File: src/rtl/i2s_master_tx.sv
// I2S master/stereo transmitter: derives BCLK/LRCLK from clk and shifts DATA_W-bit pairs MSB-first, Philips format.
// One-entry holding buffer; a pair goes out in the first frame starting after its accept; in_ready low while the buffer is full.
module i2s_master_tx #(
  parameter int DATA_W   = 24,
  parameter int SLOT_W   = 32,
  parameter int BCLK_DIV = 2
) (
  input  logic              clk,
  input  logic              rst_n,
  input  logic              enable,
  input  logic [DATA_W-1:0] left_in,
  input  logic [DATA_W-1:0] right_in,
  input  logic              in_valid,
  output logic              in_ready,
  output logic              bclk,
  output logic              lrclk,
  output logic              sdout,
  output logic              frame_start,
  output logic              underrun
);

  localparam int DIV_W = (BCLK_DIV > 1) ? $clog2(BCLK_DIV) : 1;
  localparam int BIT_W = (SLOT_W > 1) ? $clog2(SLOT_W) : 1;
  localparam logic [DIV_W-1:0] DIV_LAST = DIV_W'(BCLK_DIV - 1);
  localparam logic [BIT_W-1:0] BIT_LAST = BIT_W'(SLOT_W - 1);

  localparam logic [1:0] ST_IDLE  = 2'd0;
  localparam logic [1:0] ST_START = 2'd1;
  localparam logic [1:0] ST_RUN   = 2'd2;

  logic [1:0]        r_state;
  logic [DIV_W-1:0]  r_div_cnt;
  logic [BIT_W-1:0]  r_bit_cnt;
  logic              r_ch;
  logic              r_bclk;
  logic              r_lrclk;
  logic              r_sdout;
  logic              r_frame_start;
  logic              r_underrun;
  logic              r_in_ready;
  logic              r_hold_full;
  logic [DATA_W-1:0] r_hold_l;
  logic [DATA_W-1:0] r_hold_r;
  logic [DATA_W-1:0] r_shift;
  logic [DATA_W-1:0] r_right;

  logic w_accept;
  logic w_div_wrap;
  logic w_bclk_fall;
  logic w_slot_end;
  logic w_frame_end;
  logic w_load;
  logic w_stop;

  assign w_accept    = in_valid & r_in_ready;
  assign w_div_wrap  = (r_state == ST_RUN) && (r_div_cnt == DIV_LAST);
  assign w_bclk_fall = w_div_wrap && r_bclk;
  assign w_slot_end  = w_bclk_fall && (r_bit_cnt == BIT_LAST);
  assign w_frame_end = w_slot_end && r_ch;
  assign w_load      = (r_state == ST_START) || (w_frame_end && enable);
  assign w_stop      = w_frame_end && !enable;

  // in_ready drops on the accept edge itself but only recovers the cycle after a drain,
  // so a second accept can never land on a full buffer.
  always_ff @(posedge clk or negedge rst_n) begin
    if (!rst_n) begin
      r_hold_full <= 1'b0;
      r_hold_l    <= '0;
      r_hold_r    <= '0;
      r_in_ready  <= 1'b0;
    end else begin
      if (w_accept) begin
        r_hold_l    <= left_in;
        r_hold_r    <= right_in;
        r_hold_full <= 1'b1;
      end else if (w_load && r_hold_full) begin
        r_hold_full <= 1'b0;
      end
      r_in_ready <= ~r_hold_full & ~w_accept;
    end
  end

  always_ff @(posedge clk or negedge rst_n) begin
    if (!rst_n) begin
      r_state       <= ST_IDLE;
      r_div_cnt     <= '0;
      r_bit_cnt     <= '0;
      r_ch          <= 1'b0;
      r_bclk        <= 1'b0;
      r_lrclk       <= 1'b0;
      r_sdout       <= 1'b0;
      r_frame_start <= 1'b0;
      r_underrun    <= 1'b0;
      r_shift       <= '0;
      r_right       <= '0;
    end else begin
      r_frame_start <= 1'b0;
      r_underrun    <= 1'b0;
      if (w_load) begin
        // Frame start: bclk is low here, so lrclk/sdout may legally reset with it.
        r_state       <= ST_RUN;
        r_div_cnt     <= '0;
        r_bit_cnt     <= '0;
        r_ch          <= 1'b0;
        r_bclk        <= 1'b0;
        r_lrclk       <= 1'b0;
        r_sdout       <= 1'b0;
        r_frame_start <= 1'b1;
        r_underrun    <= ~r_hold_full;
        r_shift       <= r_hold_full ? r_hold_l : '0;
        r_right       <= r_hold_full ? r_hold_r : '0;
      end else if (w_stop) begin
        r_state   <= ST_IDLE;
        r_div_cnt <= '0;
        r_bit_cnt <= '0;
        r_ch      <= 1'b0;
        r_bclk    <= 1'b0;
        r_lrclk   <= 1'b0;
        r_sdout   <= 1'b0;
      end else if (r_state == ST_RUN) begin
        if (w_div_wrap) begin
          r_div_cnt <= '0;
          r_bclk    <= ~r_bclk;
        end else begin
          r_div_cnt <= r_div_cnt + DIV_W'(1);
        end
        if (w_slot_end) begin
          // Left-to-right slot change; the right-to-left one is a frame end handled above.
          r_bit_cnt <= '0;
          r_ch      <= 1'b1;
          r_lrclk   <= 1'b1;
          r_sdout   <= 1'b0;
          r_shift   <= r_right;
        end else if (w_bclk_fall) begin
          // Shifting in zeros makes bit periods past DATA_W come out as 0.
          r_bit_cnt <= r_bit_cnt + BIT_W'(1);
          r_sdout   <= r_shift[DATA_W-1];
          r_shift   <= r_shift << 1;
        end
      end else if (r_state == ST_IDLE && enable) begin
        r_state <= ST_START;
      end
    end
  end

  assign in_ready    = r_in_ready;
  assign bclk        = r_bclk;
  assign lrclk       = r_lrclk;
  assign sdout       = r_sdout;
  assign frame_start = r_frame_start;
  assign underrun    = r_underrun;

endmodule

File: config.mk
export PLATFORM = sky130hd
export DESIGN_NAME = i2s_master_tx
export DESIGN_NICKNAME = d
export VERILOG_FILES = /design/src/rtl/i2s_master_tx.sv
export SDC_FILE = /design/constraint.sdc
export NUM_CORES = 1
export LEC_CHECK = 0
export ABC_AREA = 1
export CAP_MARGIN = 20
export CORE_UTILIZATION = 51
export CTS_CLUSTER_DIAMETER = 120
export DETAILED_ROUTE_END_ITERATION = 7
export PLACE_DENSITY = 0.75
export SYNTH_ARGS = -nofsm -noshare
export SYNTH_HDL_FRONTEND = slang
export SYNTH_SLANG_ARGS = --single-unit
File: constraint.sdc
create_clock -name clk -period 1.7 [get_ports clk]
set_clock_uncertainty 0.1 [all_clocks]
set_input_delay 0.17 -clock clk [delete_from_list [all_inputs] [get_ports clk]]
set_output_delay 0.17 -clock clk [all_outputs]
set_load 0.005 [all_outputs]
==> results of run 1 <==
[flip-flops by register name, summed over array words and instances (netlist names), 2 cells and up]
name	count
r_shift	24
r_hold_r	24
r_hold_l	24
r_state	2
r_bit_cnt	5
r_right	24
[metrics by stage]
stage	setup slack, ns	utilization	setup TNS [ns]	hold WS, ns	power, uW
CTS	-0.251	0.720	-11.62	0.176	5850
floorplan	-0.102	-	-4.62	-0.226	3660
global placement	-0.186	0.644	-7.92	0.0490	3950
detailed placement	-0.289	0.644	-11.96	0.0487	4010
finish	-0.354	0.755	-17.28	0.171	5870
global route	-0.420	0.755	-21.85	0.229	6110
[routing by layer]
metal / routed length, um / GRT usage / share of wire
met4: 463 / 0.0953 / 0.032
met2: 7260 / 0.460 / 0.50
met1: 5860 / 0.372 / 0.40
met5: 0 / 0 / 0
met3: 1040 / 0.0410 / 0.071
[cell families after synthesis]
family          synth area share
simple gates               0.294
flops                      0.530
buf+inv                   0.0578
mux                        0.103
compound gates           0.00907
fa+ha+maj                0.00477
xor+xnor                 0.00167
[worst max path at each step]
stage	endpoint	startpoint	depth (start not counted)	slack [ns]
final	r_shift[1]	r_bit_cnt[1]	13	-0.35
after global routing	r_shift[18]	r_bit_cnt[1]	13	-0.42
after CTS	r_shift[18]	r_bit_cnt[1]	12	-0.25
after detailed placement	r_shift[13]	r_bit_cnt[0]	13	-0.29
after global placement	r_shift[9]	r_bit_cnt[1]	13	-0.19
after floorplan	r_right[10]	r_bit_cnt[0]	11	-0.10
[final cells by class]
class,count,area share
Multi-Input combinational cell,411,0.353
Timing Repair Buffer,120,0.204
Sequential cell,111,0.373
Clock inverter,5,0.0145
Inverter,31,0.0156
Clock buffer,10,0.0171
Tap cell,133,0.0224
[power by group through the flow]
stage | clock, uW | combinational (uW) | sequential, uW
floorplan | 0 | 496 | 3160
global placement | 0 | 748 | 3200
detailed placement | 0 | 783 | 3230
CTS | 1880 | 794 | 3170
global route | 1990 | 893 | 3220
finish | 1890 | 811 | 3170
[cells in the final DEF (no fill, tap or decap), types with 2 or more instances in the layout]
cell type,n
nand3_2,22
buf_6,7
dfrtp_1,110
nand2_2,30
buf_16,6
clkinv_4,2
clkdlybuf4s50_1,56
nand2_1,162
inv_1,30
buf_12,20
nand3_1,102
nand4_4,2
mux2_2,48
a21oi_2,3
bufinv_16,3
clkbuf_16,4
buf_4,25
nor2_4,2
clkbuf_8,9
a21oi_1,3
nor2_2,2
nand2_8,7
nand2_4,14
nor2_1,4
[repair_timing]
item	in CTS	in global routing
endpoints found under the setup margin	60	63
gates cloned	9	6
setup buffers	8	5
gates resized for setup	69	44
pin swaps	7	8
endpoints found under the hold margin	30	0
hold buffers	1	0
==> impl_metrics.toml, run 1 <==
[drt]
vias_per_cell = 5.64
wirelength_um = 14600
vias = 4629
wl_per_cell_um = 17.8
drc = 0
drtIter0Drc = 499
first_pass_iters = 6
route.antenna.remaining_nets = 0

[setup_path]
required_ns = 1.92
slowest_stage = "dfrtp_1"
critPathMaxFanout = 6
ff2ff_path_depth = 13
critPathMaxStageDelay_ns = 0.37
crit_chain = "ha_2, nand2_2, nor2_4, ha_4, buf_6, nand3_4, nand2_8, buf_6, buf_12, nand3_1, nand2_1, nand2_1, nand2_1"
crit_family = "simple AND/OR/NAND/NOR gates"
reg2reg_from = "r_bit_cnt[1]"
worst-path-buf-inv = 3
r2r_slack_ns = -0.35
cp_common_cell = "nand2_1"
reg2reg_to = "r_shift[1]"
cp-end-kind = "flop"
critPathArrivalTime_ns = 2.27
worstSetupPathType = "flop to flop"
crit_path_start_kind = "flop"

[power]
p_int_uw = 4420
ir_drop_uv = 607
power_leakage_uw = 0.00371
power_frac_comb = 0.138
pwr-share-seq = 0.540
p_switching_uw = 1450
p_clk_frac = 0.322
swShare = 0.247
power_density_nw_per_um2 = 789

[synthesis]
ys_top_cells_by_area = "dfrtp_1 (53%), nand2_1 (15%), nand3_1 (12%), mux2_2 (10%), inv_1 (2.1%)"
synth_warnings = 0
syn_area_per_cell_sq_um = 8.95
synth_ff_type = "dfrtp_1"
synth-async-reset-ratio = 1.00
synth-seq-cells = 111
synthCells = 586
synth_edf_count = 0
synth.distinct_cells = 26
synth_fp_nets = 640
synth.most_common_cell = "nand2_1"
synth_top_cell_area_share = 0.530
syn-cell-area_sq_um = 5240
synth_common_cells = "nand2_1 (204), nand3_1 (123), dfrtp_1 (111)"
synth_area_leader_cell = "dfrtp_1"
seq_area_frac_synth = 0.530

[floorplanning]
fp.coreArea_sq_um = 9860
ioPinCount = 58
die_x_um = 103
fp.dieH_um = 103
initial_core_util = 0.531
num_rows = 36
die_area_sq_um = 10700

[clock_tree]
cts_buffers = 9
path_clk_slew_ns = 0.10
cts_buffer_depth = 2
insertion_delay_ns = 0.38
cts_tree = "yes"
root_buffer = "clkbuf_8"
htreeDepth = 3
cts.sinks = 111

[timing]
hold_viol_final = 0
clock.fmax_mhz = 487
finalCriticalPeriod_ns = 2.05
setup_viol = 62
maxSlewHeadroom = 0.630
finalCritPeriodShare = 1.21
fin_ws_ns = -0.354
maxSlewViolCount = 0
rsz0062_at_grt = "true"
worst_slew_pin_slew_ns = 0.554

[layout]
nNetsFinal = 738
num_antenna_cells = 0
area_growth_pct = 42.0
drive_gt1_frac = 0.315
layout.area.seq_sq_um = 2780
multi_input_area_sq_um = 2630
n_fill_cell = 600
finalNonFillerCells = 821
stdcell_area_sq_um = 7440

[global_routing]
grtUsageTotal = 0.277
grt_pass1_vias = 4484
grt_overflow = 0
antenna_found_initial = 0
grt_max_degree = 45
grt_pass1_wl_um = 22300

[flow_run]
maxCapViolCount = 0

[hold_path]
min_path_type = "primary input to async pin"

[placed_design]
dpl.cell_count = 777
place_area_sq_um = 6360
gp_congestion = 0.873
hpwlAfterDp_um = 8200
portBuffers = 57

[outcome]
violations = "setup timing"
status = "finished with violations"
Note: power is estimated with default switching activity, not from simulation.
==> inputs of run 2 (changes only) <==
--- a/config.mk
+++ b/config.mk
@@ -5,12 +5,11 @@
 export SDC_FILE = /design/constraint.sdc
 export NUM_CORES = 1
 export LEC_CHECK = 0
-export ABC_AREA = 1
 export CAP_MARGIN = 20
-export CORE_UTILIZATION = 51
+export CORE_UTILIZATION = 50
 export CTS_CLUSTER_DIAMETER = 120
 export DETAILED_ROUTE_END_ITERATION = 7
-export PLACE_DENSITY = 0.75
+export PLACE_DENSITY = 0.74
 export SYNTH_ARGS = -nofsm -noshare
 export SYNTH_HDL_FRONTEND = slang
 export SYNTH_SLANG_ARGS = --single-unit
==> impl_metrics.toml, run 2 <==
[layout]
num_antenna_cells = 0
layout_common_cells = "dfrtp_1 (110), clkdlybuf4s50_1 (55), mux2_2 (48)"
layout.area.seq_sq_um = 2780
final_common_cell = "dfrtp_1"
nNetsFinal = 556
n_fill_cell = 724
drive_gt1_frac = 0.252
area_growth_pct = 29.1
multi_input_area_sq_um = 2040

[clock_tree]
cts.sinks = 111
cts_buffers = 9
root_buffer = "clkbuf_8"
cts_tree = "yes"
path_clk_slew_ns = 0.11
insertion_delay_ns = 0.38
cts_buffer_depth = 2
htreeDepth = 3

[drt]
route.antenna.remaining_nets = 0
vias = 3584
vias_per_cell = 5.64
drtIter0Drc = 198
wl_per_cell_um = 16.7
first_pass_iters = 4
wirelength_um = 10600
drc = 0

[power]
power_density_nw_per_um2 = 877
ir_drop_uv = 653
power_leakage_uw = 0.00277

[synthesis]
syn-cell-area_sq_um = 4940
synth-async-reset-ratio = 1.00
ys_top_cells_by_area = "dfrtp_1 (56%), mux2_2 (11%), a22o_1 (4.3%), and4_1 (4.1%), a21boi_0 (3.5%)"
synthCells = 422
synth_common_cells = "dfrtp_1 (111), mux2_2 (48), nand2_1 (35)"
seq_area_frac_synth = 0.562
synth_top_cell_area_share = 0.562
synth_ff_type = "dfrtp_1"
synth_edf_count = 0
synth.most_common_cell = "dfrtp_1"
synth.distinct_cells = 35
synth_fp_nets = 476
synth_area_leader_cell = "dfrtp_1"
synth-seq-cells = 111
synth_warnings = 0
syn_area_per_cell_sq_um = 11.7

[setup_path]
required_ns = 1.90
cp-end-kind = "flop"
critPathArrivalTime_ns = 2.17
crit_path_start_kind = "flop"
r2r_slack_ns = -0.27
worstSetupPathType = "flop to flop"
ff2ff_path_depth = 7
reg2reg_from = "r_bit_cnt[1]"
critPathMaxFanout = 13
crit_start = "r_bit_cnt[1]"
reg2reg_to = "r_shift[22]"

[outcome]
status = "finished with violations"
violations = "setup timing"

[timing]
maxSlewViolCount = 0
finalCriticalPeriod_ns = 1.97
hold_slack_ns = 0.167
setup_viol = 54
hold_viol_final = 0
clock.fmax_mhz = 508
maxSlewHeadroom = 0.715
finalCritPeriodShare = 1.16
rsz0062_at_grt = "true"
fin_ws_ns = -0.267
worst_slew_pin_slew_ns = 0.427

[flow_run]
maxCapViolCount = 0

[global_routing]
grt_overflow = 0
grt_pass1_vias = 3376
grtUsageTotal = 0.215
antenna_found_initial = 0
grt_pass1_wl_um = 17000
grt_max_degree = 41

[floorplanning]
fp.dieH_um = 101
fp.coreArea_sq_um = 9420
ioPinCount = 58
num_rows = 35
die_x_um = 101
die_area_sq_um = 10300
initial_core_util = 0.525

[placed_design]
gp_congestion = 0.821
place_ws_ns = -0.185
hpwlAfterDp_um = 7080
portBuffers = 57

[hold_path]
min_path_type = "primary input to async pin"
==> run 2: cell types whose count changed in the layout (fill, tap and decap cells not counted), sizes merged, moves of 4 or more <==
cell	delta
buf	-14
a22o	+24
nor2	+20
a21oi	+4
a31oi	+24
o21ai	+28
a21boi	+23
and4	+23
nand3	-123
inv	-27
nand2	-178
==> run 2: power breakdown <==
| group | total [uW] | internal, uW | switching (uW) |
|---|---|---|---|
| logic | 680 | 474 | 206 |
| registers | 3370 | 3100 | 272 |
| clock network | 1540 | 608 | 935 |
| total | 5600 | 4190 | 1410 |
==> run 2: critical path, stage by stage, from the launching register on <==
cell and delay (ns):
dfrtp_1 0.40, ha_2 0.19, and3_4 0.18, ha_4 0.17
buf_4 0.18, a21boi_0 0.35, o21ai_1 0.14, a31oi_1 0.18
==> run 2: worst max path at each step <==
stage / depth (start not counted) / to / slack [ns]
finish: 7 / r_shift[22] / -0.27
floorplan: 9 / r_shift[23] / -0.15
detailed placement: 8 / r_shift[4] / -0.18
CTS: 8 / r_shift[14] / -0.21
global route: 7 / r_shift[22] / -0.34
global placement: 7 / r_shift[22] / -0.15
==> run 2: area by class of cell <==
class | instances | area share
Timing Repair Buffer | 106 | 0.187
Inverter | 2 | 0.00118
Clock buffer | 10 | 0.0216
Clock inverter | 6 | 0.00980
Sequential cell | 111 | 0.435
Multi-Input combinational cell | 272 | 0.320
Tap cell | 129 | 0.0253
==> run 2: what timing repair did <==
item / 4_1_cts / 5_1_grt
endpoints found under the setup margin: 52 / 59
pin swaps: 3 / 7
hold buffers: 1 / 0
cloned: 0 / 5
gates resized for setup: 5 / 12
setup buffers: 4 / 3
hold endpoints to repair: 30 / 0
==> run 2: per-stage QoR <==
step	util	TNS, ns	std cells	power, uW	area [sq um]
5_1_grt	0.678	-13.33	636	5900	6380
4_1_cts	0.656	-7.24	629	5660	6180
2_1_floorplan	-	-4.14	422	3750	5010
3_5_place_dp	0.630	-6.35	608	4130	5930
3_3_place_gp	0.630	-3.93	608	4060	5930
6_report	0.678	-10.23	636	5600	6380
==> run 2: layer usage <==
metal	vias up	part of all wire	track usage
met5	-	0	0
met4	0	0.017	0.0792
met3	17	0.038	0.0366
met2	94	0.47	0.316
met1	1770	0.47	0.322
li1	1703	-	-
==> run 2: kinds of logic (layout without fill, tap and decap cells) <==
kind of cell               after synthesis  after routing  synth area share
muxes                                   48             48             0.109
DFF                                    111            111             0.562
adders and majority gates                2              2           0.00506
xor gates and xnor gates                 2              2           0.00354
and+or+nand+nor                        106            106             0.120
AOI/OAI and AO/OA                      114            114             0.159
buffers and inverters                   39            124            0.0420
==> RTL change 1: new RTL, settings of run 2 <==
Register the output `underrun` once more, cleared by the reset; this adds one clock of latency there. The other outputs are not delayed to match.
--- a/src/rtl/i2s_master_tx.sv
+++ b/src/rtl/i2s_master_tx.sv
@@ -148,7 +148,13 @@
   assign lrclk       = r_lrclk;
   assign sdout       = r_sdout;
   assign frame_start = r_frame_start;
-  assign underrun    = r_underrun;
+  always_ff @(posedge clk or negedge rst_n) begin
+    if (!rst_n) begin
+      underrun <= '0;
+    end else begin
+      underrun <= r_underrun;
+    end
+  end
 
 endmodule
 
Formal check against the unedited RTL: not equivalent (Yosys sat finds a counterexample within 4 cycles, from zero or initial values and one cycle with rst_n low).
==> RTL change 1 against run 2 <==
  * The run still ends with setup timing left
  * Sequential cell count rose by 1
  * Final cell count rose by 2.7%
  * Via count rose by 8.3%
  * Routed wire length rose by 22%
  * Cell area rose by 4.5%
  * Area after synthesis rose by 0.51%
  * Worst setup slack got worse by 0.083 ns
  * Power rose by 5.5%
  * Largest power group unchanged
==> RTL change 1: results (changes against run 2) <==
CTS:
- The post-CTS setup buffer count is 5 (was 4).
- The post-cts gate resize count is 9 (was 5).

Worst setup path:
- The library cell contributing the largest single delay on the critical path is or4_1 (was dfrtp_1).
- The arrival time of data at the critical path endpoint is 2.26 ns (was 2.17 ns).
- The critical-path maximum fanout came to 11 (was 13).
- The stage delay of the slowest cell on the critical path is 0.45 ns (was 0.40 ns).

Logic synthesis:
- Top post-synthesis cells by count: dfrtp_1 (112), mux2_2 (48), nand2_1 (35) (was dfrtp_1 (111), mux2_2 (48), nand2_1 (35)).
- Largest cells by area after synthesis: dfrtp_1 (56%), mux2_2 (11%), a22o_1 (4.2%) (was dfrtp_1 (56%), mux2_2 (11%), a22o_1 (4.3%)).
- The xor-xnor portion of the synthesized cell area came to 0.00352 (was 0.00354).
- The share of the synthesized area in compound gates (AO/OA/AOI/OAI) is 0.158 (was 0.159).
- The share of cell area taken by muxes after synthesis is 0.109 (about the same).
- The synthesized instance count is 423 (was 422).
- The synthesized netlist net count is 477 (was 476).
- The sequential area share after synthesis is 0.564 (was 0.562).

Placed design:
- The worst slack at placement is -0.239 ns (was -0.185 ns).
- The sum of net half-perimeters after detailed placement is 6.89 mm (was 7.08 mm).
- The area after detailed placement is 0.00591 mm^2 (was 0.00593 mm^2).

Global route:
- The total routing usage reported by global routing is 0.229 (was 0.215).
- The first-pass GRT wire length came to 17.9 mm (was 17.0 mm).
- The met1 track demand over resource in global routing is 0.331 (was 0.322).
- The via count of the first global-routing pass was 3,495 (was 3,376).
- The global routing met2 resource utilization is 0.345 (was 0.316).
- The global-route met3 utilization is 0.0421 (was 0.0366).

Timing:
- The setup slack after layout was -0.350 ns (was -0.267 ns).
- The final setup violation count is 58 (was 54).
- The slew of the pin with the lowest slew margin came to 0.355 ns (was 0.427 ns).

Routing:
- The total number of vias is 3,882 (was 3,584).
- The met3 layer wire length in the routed design was 856 um (was 401 um).
- The wire length per cell after detailed routing was 19.8 um (was 16.7 um).
- The routed length on met2 is 6.22 mm (was 5.02 mm).
- The wire length the detailed router placed on met1 is 5.49 mm (was 5.04 mm).
- The ratio of routed vias to standard cells is 5.94 (was 5.64).

Run status:
- Status: finished with violations (unchanged).
- Failing checks: setup timing (unchanged).

Cells and area:
- The number of fillers in the final layout was 684 (was 724).

Power:
- The largest voltage drop on the vdd net was 576 uV (was 653 uV).
-- RTL change 1: final timing paths --
| check | start | to | slack [ns] | depth (start not counted) |
|---|---|---|---|---|
| setup / recovery | r_bit_cnt[0]$_DFFE_PN0P_ | r_bit_cnt[3]$_DFFE_PN0P_ | -0.35 | 7 |
| hold / removal | rst_n | r_hold_l[6]$_DFFE_PN0P_ | 0.10 | 2 |
| setup reg to reg | r_bit_cnt[0]$_DFFE_PN0P_ | r_bit_cnt[3]$_DFFE_PN0P_ | -0.35 | 7 |
| hold reg to reg | r_underrun$_DFF_PN0_ | underrun$_DFF_PN0_ | 0.26 | 0 |
| max in group asynchronous | rst_n | r_right[21]$_DFFE_PN0P_ | 0.83 | 3 |
| min in group clk | r_underrun$_DFF_PN0_ | underrun$_DFF_PN0_ | 0.26 | 0 |
-- RTL change 1: worst reg2reg max path, stage by stage, from the launching register on --
cell     delay, ns
dfrtp_1       0.41
ha_2          0.18
and3_4        0.19
ha_4          0.18
buf_6         0.14
buf_4         0.16
or4_1         0.45
a21oi_2       0.17
-- RTL change 1: layout make-up --
type | instances | area (um^2) | share of cell area
Clock inverter | 6 | 91.3 | 0.0137
Sequential cell | 112 | 2800 | 0.420
Tap cell | 133 | 166 | 0.0249
Timing Repair Buffer | 118 | 1390 | 0.208
Multi-Input combinational cell | 272 | 2080 | 0.311
Inverter | 2 | 7.51 | 0.00113
Clock buffer | 10 | 138 | 0.0206
-- RTL change 1: stage by stage --
step	total power [mW]	TNS, ns
6_report	5.91	-16.30
5_1_grt	6.17	-18.68
4_1_cts	5.92	-8.34
3_5_place_dp	4.16	-8.42
3_3_place_gp	4.09	-5.10
2_1_floorplan	3.77	-4.14
==> RTL change 2: new RTL, settings of run 2 <==
Without the edit above. The parameter `BCLK_DIV` goes from 2 to 8.
--- a/src/rtl/i2s_master_tx.sv
+++ b/src/rtl/i2s_master_tx.sv
@@ -3,7 +3,7 @@
 module i2s_master_tx #(
   parameter int DATA_W   = 24,
   parameter int SLOT_W   = 32,
-  parameter int BCLK_DIV = 2
+  parameter int BCLK_DIV = 8
 ) (
   input  logic              clk,
   input  logic              rst_n,
Check against the original RTL: not equivalent (Yosys sat finds a counterexample within 10 cycles, from zero or initial values and one cycle with rst_n low).
==> RTL change 2 against run 2 <==
  * The run still ends with setup timing left
  * Critical endpoint is now r_shift[2]$_DFFE_PN0P_
  * Fmax is 0.36% higher
  * Worst hold slack worse by 0.089 ns
  * Power is 41% higher
  * Worst setup slack better by 0.0070 ns
  * Synthesized cell count is 1.9% higher
  * Global-route usage is 2.6 points higher
  * Sequential cell count is 2 higher
  * Routed wire length is 16% higher
  * Cell area is 8.0% higher
  * Area after synthesis is 1.6% lower
  * Core utilization is 6.1 points higher
  * Critical path depth is 1 higher
==> RTL change 2: results (changes against run 2) <==
Placed design:
- The weighted congestion reported at the end of routability-driven placement is 0.846 (was 0.821).
- The area after detailed placement is 0.00586 mm^2 (was 0.00593 mm^2).
- The worst slack at placement was -0.163 ns (was -0.185 ns).
- The placed instance count is 611 (was 608).

Logic synthesis:
- The sequential area share after synthesis is 0.581 (was 0.562).
- Largest cells by area after synthesis: dfrtp_1 (58%), mux2_2 (11%), nand3_1 (5.5%) (was dfrtp_1 (56%), mux2_2 (11%), a22o_1 (4.3%)).
- The synthesized netlist net count came to 486 (was 476).

Global route:
- The first-pass GRT wire length was 18.5 mm (was 17.0 mm).
- The via count of the first global-routing pass was 3,848 (was 3,376).
- The total routing usage reported by global routing is 0.241 (was 0.215).

CTS:
- The clock latency of the later-clocked register in the worst-skew pair came to 0.51 ns (was 0.38 ns).
- The level count of the clock H-tree came to 4 (was 3).
- The number of buffers created by CTS is 17 (was 9).

Routing:
- The ratio of routed vias to standard cells is 5.82 (was 5.64).
- The initial DRC count is 217 (was 198).
- The aggregate routed wire length was 12.4 mm (was 10.6 mm).

Timing:
- The final setup violation count is 58 (was 54).
- The final-layout setup total negative slack is -9.25 ns (was -10.23 ns).
- The slew of the pin with the lowest slew margin is 0.495 ns (was 0.427 ns).
- The setup slack after layout is -0.260 ns (was -0.267 ns).

Power:
- The static leakage was 3.07 nW (was 2.77 nW).

Worst setup path:
- The number of cells on the worst reg-to-reg path came to 8 (was 7).
- The critical path launch point is r_bit_cnt[0]$_DFFE_PN0P_ (was r_bit_cnt[1]$_DFFE_PN0P_).

Run status:
- Failing checks: setup timing (unchanged).
- Status: finished with violations (unchanged).

Cells and area:
- The total area of sequential cells is 0.00283 mm^2 (was 0.00278 mm^2).
- The number of nets in the finished design is 575 (was 556).
- The number of fillers in the final layout is 613 (was 724).
- The ratio of cells with drive above 1 in the final layout is 0.346 (was 0.252).

Floorplanning:
- The horizontal extent of the die came to 101 um (about the same).
==> RTL change 2: changes by cell type after synthesis, sizes merged, moves of 22 or more <==
cell,before,now
a22o,24,0
and4,23,0
a31oi,24,2
nand3,2,53
o22ai,0,23
a21boi,23,0
o22a,1,23
==> RTL change 2: area by class of cell <==
type | count | area share
Multi-Input combinational cell | 277 | 0.309
Timing Repair Buffer | 106 | 0.164
Sequential cell | 113 | 0.410
Clock inverter | 13 | 0.0267
Tap cell | 129 | 0.0234
Inverter | 4 | 0.00254
Clock buffer | 19 | 0.0640
==> RTL change 2: final timing paths <==
| kind | slack (ns) | endpoint |
|---|---|---|
| max | -0.26 | r_shift[2]$_DFFE_PN0P_ |
| min | 0.08 | r_hold_r[7]$_DFFE_PN0P_ |
| max reg2reg | -0.26 | r_shift[2]$_DFFE_PN0P_ |
| min reg2reg | 0.38 | r_right[21]$_DFFE_PN0P_ |
| max in group asynchronous | 0.83 | frame_start$_DFF_PN0_ |
| min in group clk | 0.17 | r_hold_l[13]$_DFFE_PN0P_ |
==> RTL change 2: repair_timing <==
action / 4_1_cts / 5_1_grt
setup buffers: 2 / 14
pin swaps: 3 / 18
hold buffers: 1 / 0
gates cloned: 0 / 2
hold endpoints to repair: 113 / 0
setup endpoints to repair: 57 / 60
gates resized for setup: 13 / 39
==> RTL change 2: cell families (layout without fill, tap and decap cells) <==
kind of cell,count (synthesis),in the layout,share of synthesized area
mux,48,48,0.111
fa+ha+maj,4,4,0.0103
xor+xnor,1,1,0.00180
flops,113,113,0.581
buf+inv,40,142,0.0409
simple gates,131,131,0.128
compound gates,93,93,0.127
==> RTL change 2: routing by layer <==
metal,track usage,wire (um),up-vias
met4,0.114,295,0
met5,0,0,-
met3,0.0603,569,28
li1,-,-,1731
met2,0.390,6470,152
met1,0.306,5060,1939
==> RTL change 2: report_power, final <==
part	internal, mW	total (mW)	switching, mW
Sequential	3.16	3.48	0.320
Clock	2.46	3.70	1.25
Combinational	0.481	0.734	0.253
Total	6.10	7.92	1.82
==> RTL change 2: worst max-delay path: stages, from the launching register on <==
cell and delay, ns:
dfrtp_1 0.39, ha_2 0.21, and3_4 0.16, ha_4 0.19, buf_6 0.14, buf_4 0.16, o22a_1 0.20, o22ai_1 0.19
o21ai_1 0.10
